--- src/rtl/dpll_phase_ctrl_if.sv ---
// dpll_phase_ctrl_if: phase-detector inputs, filter threshold and correction/lock status of the DPLL phase controller
interface dpll_phase_ctrl_if;
  logic       ahead_in;
  logic       behind_in;
  logic [3:0] k_sel;
  logic       rec_clk;
  logic       adj_adv;
  logic       adj_ret;
  logic       busy;
  logic       locked;
  logic       ovf;
  modport master(output ahead_in, behind_in, k_sel, input rec_clk, adj_adv, adj_ret, busy, locked, ovf);
  modport slave(input ahead_in, behind_in, k_sel, output rec_clk, adj_adv, adj_ret, busy, locked, ovf);
endinterface

--- src/rtl/dpll_phase_ctrl.sv ---
// dpll_phase_ctrl: random-walk filtered phase corrections applied to a divide-by-N recovered-clock counter, with lock tracking
module dpll_phase_ctrl #(
  parameter int DIV_N    = 16,
  parameter int LOCK_CNT = 8
) (
  input logic              clk_high,
  input logic              rst,
  dpll_phase_ctrl_if.slave pif
);
  localparam int PW = $clog2(DIV_N);
  typedef enum logic [1:0] {IDLE, WAIT, HOLD} st_t;
  st_t st, st_nx;
  logic [2:0] sa, sb;
  logic ev_a, ev_b;
  logic signed [4:0] fc, fc_nx;
  logic signed [5:0] fc_sum, step_v, k_s;
  logic [3:0] k_reg, k_eff, k_cur, lc, lc_nx;
  logic req_a, req_r, req;
  logic [PW-1:0] pc, pc_nx;
  logic at_sp, wrap, apply, adv_now, ret_now;
  logic dir, dir_nx, pend, pend_nx, ovf_set;
  logic corr, last_dir, last_vld, rec_clk_r, locked_r, ovf_r;
  assign k_eff  = (pif.k_sel == '0) ? 4'd1 : pif.k_sel;
  assign k_cur  = (fc == '0) ? k_eff : k_reg;
  assign k_s    = {2'b00, k_cur};
  assign step_v = (ev_a & ~ev_b) ? 6'sd1 : (ev_b & ~ev_a) ? -6'sd1 : 6'sd0;
  assign fc_sum = {fc[4], fc} + step_v;
  assign req_a  = fc_sum == k_s;
  assign req_r  = fc_sum == -k_s;
  assign req    = req_a | req_r;
  assign fc_nx  = req ? 5'sd0 : fc_sum[4:0];
  assign at_sp   = pc == PW'(DIV_N / 4);
  assign wrap    = pc == PW'(DIV_N - 1);
  assign apply   = (st == WAIT) && at_sp;
  assign adv_now = apply & dir;
  assign ret_now = apply & ~dir;
  assign pc_nx   = ret_now ? pc : pc + (adv_now ? PW'(2) : PW'(1));
  assign lc_nx   = apply ? 4'd0 : (wrap && !corr && lc != 4'(LOCK_CNT)) ? lc + 4'd1 : lc;
  // A request landing in HOLD (or on the SP cycle itself) is parked in pend and re-armed at the wrap
  always_comb begin
    st_nx   = st;
    dir_nx  = dir;
    pend_nx = pend;
    ovf_set = 1'b0;
    case (st)
      IDLE: if (req) begin
        st_nx  = WAIT;
        dir_nx = req_a;
      end
      WAIT: if (at_sp) begin
        st_nx   = HOLD;
        pend_nx = req;
        dir_nx  = req ? req_a : dir;
      end else if (req) begin
        if (req_a == dir) ovf_set = 1'b1;
        else st_nx = IDLE;
      end
      HOLD: begin
        if (req) begin
          if (!pend) begin
            pend_nx = 1'b1;
            dir_nx  = req_a;
          end else if (req_a == dir) ovf_set = 1'b1;
          else pend_nx = 1'b0;
        end
        if (wrap) begin
          st_nx   = pend_nx ? WAIT : IDLE;
          pend_nx = 1'b0;
        end
      end
      default: st_nx = IDLE;
    endcase
  end
  always_ff @(posedge clk_high or negedge rst) begin
    if (!rst) begin
      sa        <= '0;
      sb        <= '0;
      ev_a      <= 1'b0;
      ev_b      <= 1'b0;
      fc        <= '0;
      k_reg     <= 4'd1;
      pc        <= '0;
      rec_clk_r <= 1'b1;
      st        <= IDLE;
      dir       <= 1'b0;
      pend      <= 1'b0;
      ovf_r     <= 1'b0;
      lc        <= '0;
      corr      <= 1'b0;
      locked_r  <= 1'b0;
      last_dir  <= 1'b0;
      last_vld  <= 1'b0;
    end else begin
      sa        <= {sa[1:0], pif.ahead_in};
      sb        <= {sb[1:0], pif.behind_in};
      ev_a      <= sa[1] & ~sa[2];
      ev_b      <= sb[1] & ~sb[2];
      fc        <= fc_nx;
      k_reg     <= (fc == '0) ? k_eff : k_reg;
      pc        <= pc_nx;
      rec_clk_r <= pc_nx < PW'(DIV_N / 2);
      st        <= st_nx;
      dir       <= dir_nx;
      pend      <= pend_nx;
      ovf_r     <= ovf_r | ovf_set;
      lc        <= lc_nx;
      corr      <= apply ? 1'b1 : wrap ? 1'b0 : corr;
      locked_r  <= (apply && last_vld && last_dir == dir) ? 1'b0 : (lc_nx == 4'(LOCK_CNT)) ? 1'b1 : locked_r;
      last_dir  <= apply ? dir : last_dir;
      last_vld  <= last_vld | apply;
    end
  end
  assign pif.rec_clk = rec_clk_r;
  assign pif.adj_adv = adv_now;
  assign pif.adj_ret = ret_now;
  assign pif.busy    = st != IDLE;
  assign pif.locked  = locked_r;
  assign pif.ovf     = ovf_r;
endmodule

--- src/flat_wrapper.sv ---
// flat-port wrapper written by rule: the top's interface ports become plain ports
module dpll_phase_ctrl_flat 
#(
  parameter int DIV_N    = 16,
  parameter int LOCK_CNT = 8
)
  (clk_high, rst, pif_ahead_in, pif_behind_in, pif_k_sel, pif_rec_clk, pif_adj_adv, pif_adj_ret, pif_busy, pif_locked, pif_ovf);
  dpll_phase_ctrl_if pif_i ();
  input logic clk_high;
  input logic rst;
  input wire logic [$bits(pif_i.ahead_in)-1:0] pif_ahead_in;
  input wire logic [$bits(pif_i.behind_in)-1:0] pif_behind_in;
  input wire logic [$bits(pif_i.k_sel)-1:0] pif_k_sel;
  output wire logic [$bits(pif_i.rec_clk)-1:0] pif_rec_clk;
  output wire logic [$bits(pif_i.adj_adv)-1:0] pif_adj_adv;
  output wire logic [$bits(pif_i.adj_ret)-1:0] pif_adj_ret;
  output wire logic [$bits(pif_i.busy)-1:0] pif_busy;
  output wire logic [$bits(pif_i.locked)-1:0] pif_locked;
  output wire logic [$bits(pif_i.ovf)-1:0] pif_ovf;
  assign pif_i.ahead_in = pif_ahead_in;
  assign pif_i.behind_in = pif_behind_in;
  assign pif_i.k_sel = pif_k_sel;
  assign pif_rec_clk = pif_i.rec_clk;
  assign pif_adj_adv = pif_i.adj_adv;
  assign pif_adj_ret = pif_i.adj_ret;
  assign pif_busy = pif_i.busy;
  assign pif_locked = pif_i.locked;
  assign pif_ovf = pif_i.ovf;
  dpll_phase_ctrl #(.DIV_N(DIV_N), .LOCK_CNT(LOCK_CNT)) u_core (.clk_high(clk_high), .rst(rst), .pif(pif_i));
endmodule
--- config.mk ---
export PLATFORM = sky130hd
export DESIGN_NAME = dpll_phase_ctrl_flat
export DESIGN_NICKNAME = d
export VERILOG_FILES = /design/src/rtl/dpll_phase_ctrl_if.sv /design/src/rtl/dpll_phase_ctrl.sv /design/src/flat_wrapper.sv
export SDC_FILE = /design/constraint.sdc
export NUM_CORES = 1
export LEC_CHECK = 0
export CORE_MARGIN = 4
export CORE_UTILIZATION = 25
export CTS_CLUSTER_DIAMETER = 50
export DETAILED_ROUTE_END_ITERATION = 8
export DONT_BUFFER_PORTS = 1
export GPL_TIMING_DRIVEN = 1
export REMOVE_ABC_BUFFERS = 1
export SLEW_MARGIN = 10
export SYNTH_ARGS = -nofsm -noshare
export SYNTH_HDL_FRONTEND = slang
export SYNTH_SLANG_ARGS = --single-unit
--- constraint.sdc ---
create_clock -name clk_high -period 6.5 [get_ports clk_high]
set_input_delay 1.3 -clock clk_high [delete_from_list [all_inputs] [get_ports clk_high]]
set_output_delay 1.3 -clock clk_high [all_outputs]
set_load 0.02 [all_outputs]
==> flow_metrics.py <==
metrics = {
    "grt": {
        "antenna_found_initial": 0,
        "grt.total_usage_pct": 8.84,
        "grt_pass1_vias": 1575,
        "grt_pass1_wl_um": 7340,
        "gr-total-overflow": 0,
        "grt_max_degree": 36,
    },
    "clock_network": {
        "clkTransAtPathRegs_ns": 0.07,
        "ctsResizeCount": 0,
        "root_buffer": "clkbuf_8",
        "cts_setup_buffers": 0,
        "insertion_delay_ns": 0.28,
        "cts_sinks": 35,
        "cts_htree_levels": 2,
        "cts_tree": "built",
        "cts_buffers": 5,
        "clockBufferDepth": 2,
        "cts_hold_buf": 0,
    },
    "worst_setup_path": {
        "ff2ff_setup_slack_ns": 2.83,
        "end_kind": "flop",
        "r2r_start": "u_core.ev_a",
        "crit_arrival_ns": 3.81,
        "worstPathRequired_ns": 6.65,
        "cp_top_family": "compound AO/OA/AOI/OAI gates",
        "reg2reg_to": "u_core.st[0]",
        "path_cells": "inv_1 -> ha_1 -> xor2_1 -> ha_1 -> nor3b_1 -> a2111oi_2 -> o211a_1 -> nor2_1 -> o311ai_2 -> a31oi_1 -> a222oi_1 -> o32ai_1",
        "cp_slowest_cell": "a2111oi_2",
        "reg2reg_depth": 12,
        "critPathKind": "flop to flop",
        "slowest_delay_ns": 0.58,
        "path_max_fanout": 11,
        "cp_common_cell": "ha_1",
        "critPathLaunchType": "flop",
        "critPathBufInv": 1,
    },
    "synthesis": {
        "synth_area_leader_cell": "dfrtp_1",
        "synth.avg_cell_area_um2": 9.89,
        "yosys-top-cells-count": "dfrtp_1 (33), nor2_1 (17), inv_1 (15), nand2_1 (15), ha_1 (12)",
        "synthArstFlopShare_pct": 100,
        "synth_top_family_by_area": "simple AND/OR/NAND/NOR gates",
        "muxShareOfSynthArea_pct": 1.84,
        "synthCells": 220,
        "synth_edf_count": 0,
        "synth_most_common_cell": "dfrtp_1",
        "synthSimpleGateAreaFrac_pct": 20.8,
        "synth_top_cell_area_share_pct": 38.0,
        "synth_area_um2": 2180,
        "yosys_warnings": 0,
        "synth_xor_area_share_pct": 5.64,
        "ys.flop_type": "dfrtp_1",
        "ys_ff_latch": 35,
        "synth_compound_area_share_pct": 19.5,
        "ys_seq_area_share_pct": 40.4,
        "synthDistinctLibCells": 56,
        "synth_area_leaders": "dfrtp_1 (38%), ha_1 (6.9%), xnor2_1 (4.4%), nor2_1 (2.9%), inv_1 (2.6%)",
        "synth_adder_area_share_pct": 6.90,
    },
    "worst_hold_path": {
        "hold-path-cell-count": 0,
        "min_path_type": "flop to flop",
        "hp-start": "u_core.sa[0]",
        "holdPathEnd": "u_core.sa[1]",
    },
    "drt": {
        "drt_iter0_drc": 44,
        "drtAntennaViolNets": 0,
        "detail_route.wl_per_cell_um": 13.0,
        "vias": 1577,
        "remaining_drc_errors": 0,
        "drt_wl_total_um": 4220,
        "viasPerCell": 4.87,
        "dr.pass1.iters": 4,
    },
    "placed_design": {
        "place_area_um2": 2250,
        "routabilityCongestion": 0.818,
        "dp_slack_ns": 2.85,
        "place_hpwl_um": 3180,
        "portBuffers": 0,
        "dp.cells": 317,
    },
    "pwr": {
        "totalPowerFinal_w": 0.00106,
        "seqPwrFrac_pct": 37.3,
        "intPower_w": 0.000603,
        "p_switching_w": 0.000453,
        "power_density_nw_per_um2": 451,
        "pwr-share-clk_pct": 14.9,
        "leakage_nw": 1.01,
        "ir_drop_mv": 0.165,
        "p_sw_share_pct": 42.9,
        "p_comb_share_pct": 47.8,
    },
    "timing": {
        "worst_slack_ns": 2.83,
        "max_freq_mhz": 273,
        "finalSetupViolations": 0,
        "relSlewSlack_pct": 62.7,
        "finalHoldViolations": 0,
        "finalCriticalPeriod_ns": 3.67,
        "tns_ns": 0,
        "worst_slew_pin_slew_ns": 0.557,
        "worst_clock_skew_ns": 0.00674,
        "rsz0062_at_grt": "false",
        "slew_viol_final": 0,
        "min_period_over_period_pct": 56.4,
    },
    "final_layout": {
        "antenna_cells": 0,
        "layout-drive-gt1-share_pct": 9.59,
        "instances_no_fill": 324,
        "regMostFlops": "u_core.fc",
        "n_fill_cell": 893,
        "num-nets-final": 239,
        "postLayoutCellArea_um2": 2340,
        "largest_reg_flops": 5,
        "syn_to_final_growth_pct": 7.65,
    },
    "floorplan": {
        "die_x_um": 101,
        "io_pins": 14,
        "die_h_um": 101,
        "fp-row-count": 33,
        "initial_core_util_pct": 26.1,
        "dieArea_um2": 10300,
        "fp.coreArea_um2": 8340,
    },
    "run_status": {
        "status": "complete, no violations",
    },
    "job": {
        "maxCapViolCount": 0,
    },
}
==> metal layers <==
metal,wire length [um],GRT usage [%]
met1,2080,12.0
met2,1940,13.9
met3,186,2.75
met4,21,1.84
met5,0,0
==> logic make-up after synthesis <==
group,Yosys count
AND/OR/NAND/NOR,78
AO/OA/AOI/OAI,54
flip-flops,35
buffers and inverters,23
XOR/XNOR,14
adder cells (fa/ha/maj),12
multiplexers,4
==> final cells by class <==
| cell class | count | area (um2) | share of cell area (%) |
|---|---|---|---|
| clock buffer | 6 | 82.6 | 3.53 |
| clock inverter | 1 | 5.00 | 0.214 |
| inverter | 15 | 56.3 | 2.40 |
| multi-input combinational | 162 | 1190 | 50.7 |
| sequential | 35 | 878 | 37.5 |
| tap | 105 | 131 | 5.61 |
==> worst max path at each step <==
stage	startpoint	end	slack, ns	depth (start not counted)
after global placement	pif_k_sel[1]	u_core.st[0]	2.99	8
final	u_core.ev_a	u_core.st[0]	2.83	12
after CTS	u_core.ev_a	u_core.st[0]	2.83	12
after global routing	u_core.ev_a	u_core.st[0]	2.48	12
after floorplan	pif_k_sel[1]	u_core.st[0]	3.18	8
after detailed placement	u_core.ev_a	u_core.st[0]	2.85	12
==> power by group through the flow <==
stage | Sequential, W | Clock, W | Combinational (W)
6_report | 0.000394 | 0.000157 | 0.000505
5_1_grt | 0.000408 | 0.000174 | 0.000574
4_1_cts | 0.000395 | 0.000167 | 0.000508
3_5_place_dp | 0.000399 | 0 | 0.000502
3_3_place_gp | 0.000395 | 0 | 0.000497
2_1_floorplan | 0.000374 | 0 | 0.000419
==> placed cells by master (no fill, tap or decap), types with 4 or more instances in the layout <==
cell      Yosys  layout
xnor2_1      11      11
o21ai_0       9       9
nor2_1       17      17
dfrtp_1      33      33
nand2_1      15      15
clkbuf_8      0       6
inv_1        15      15
nand3_1       5       5
ha_1         12      12
and2_1        4       4
nor4b_1       4       4
mux2i_1       4       4
a21oi_1       6       6
nor3b_1       4       4
nor3_1        4       4
nor2b_1       4       4
o21a_1        5       5
==> worst register-to-register path, stage by stage, from the launching register on <==
cell and delay [ns]:
dfrtp_1 0.36, inv_1 0.07, ha_1 0.40, xor2_1 0.13, ha_1 0.26, nor3b_1 0.17
a2111oi_2 0.58, o211a_1 0.22, nor2_1 0.06, o311ai_2 0.51, a31oi_1 0.23, a222oi_1 0.40
o32ai_1 0.16
==> through the flow <==
stage	hold WS [ns]	util (%)
after floorplan	0.331	-
after global placement	0.336	27.0
after detailed placement	0.335	27.0
after CTS	0.358	28.1
after global routing	0.363	28.1
final	0.352	28.1
No activity file was read; power rests on OpenSTA's default activity.
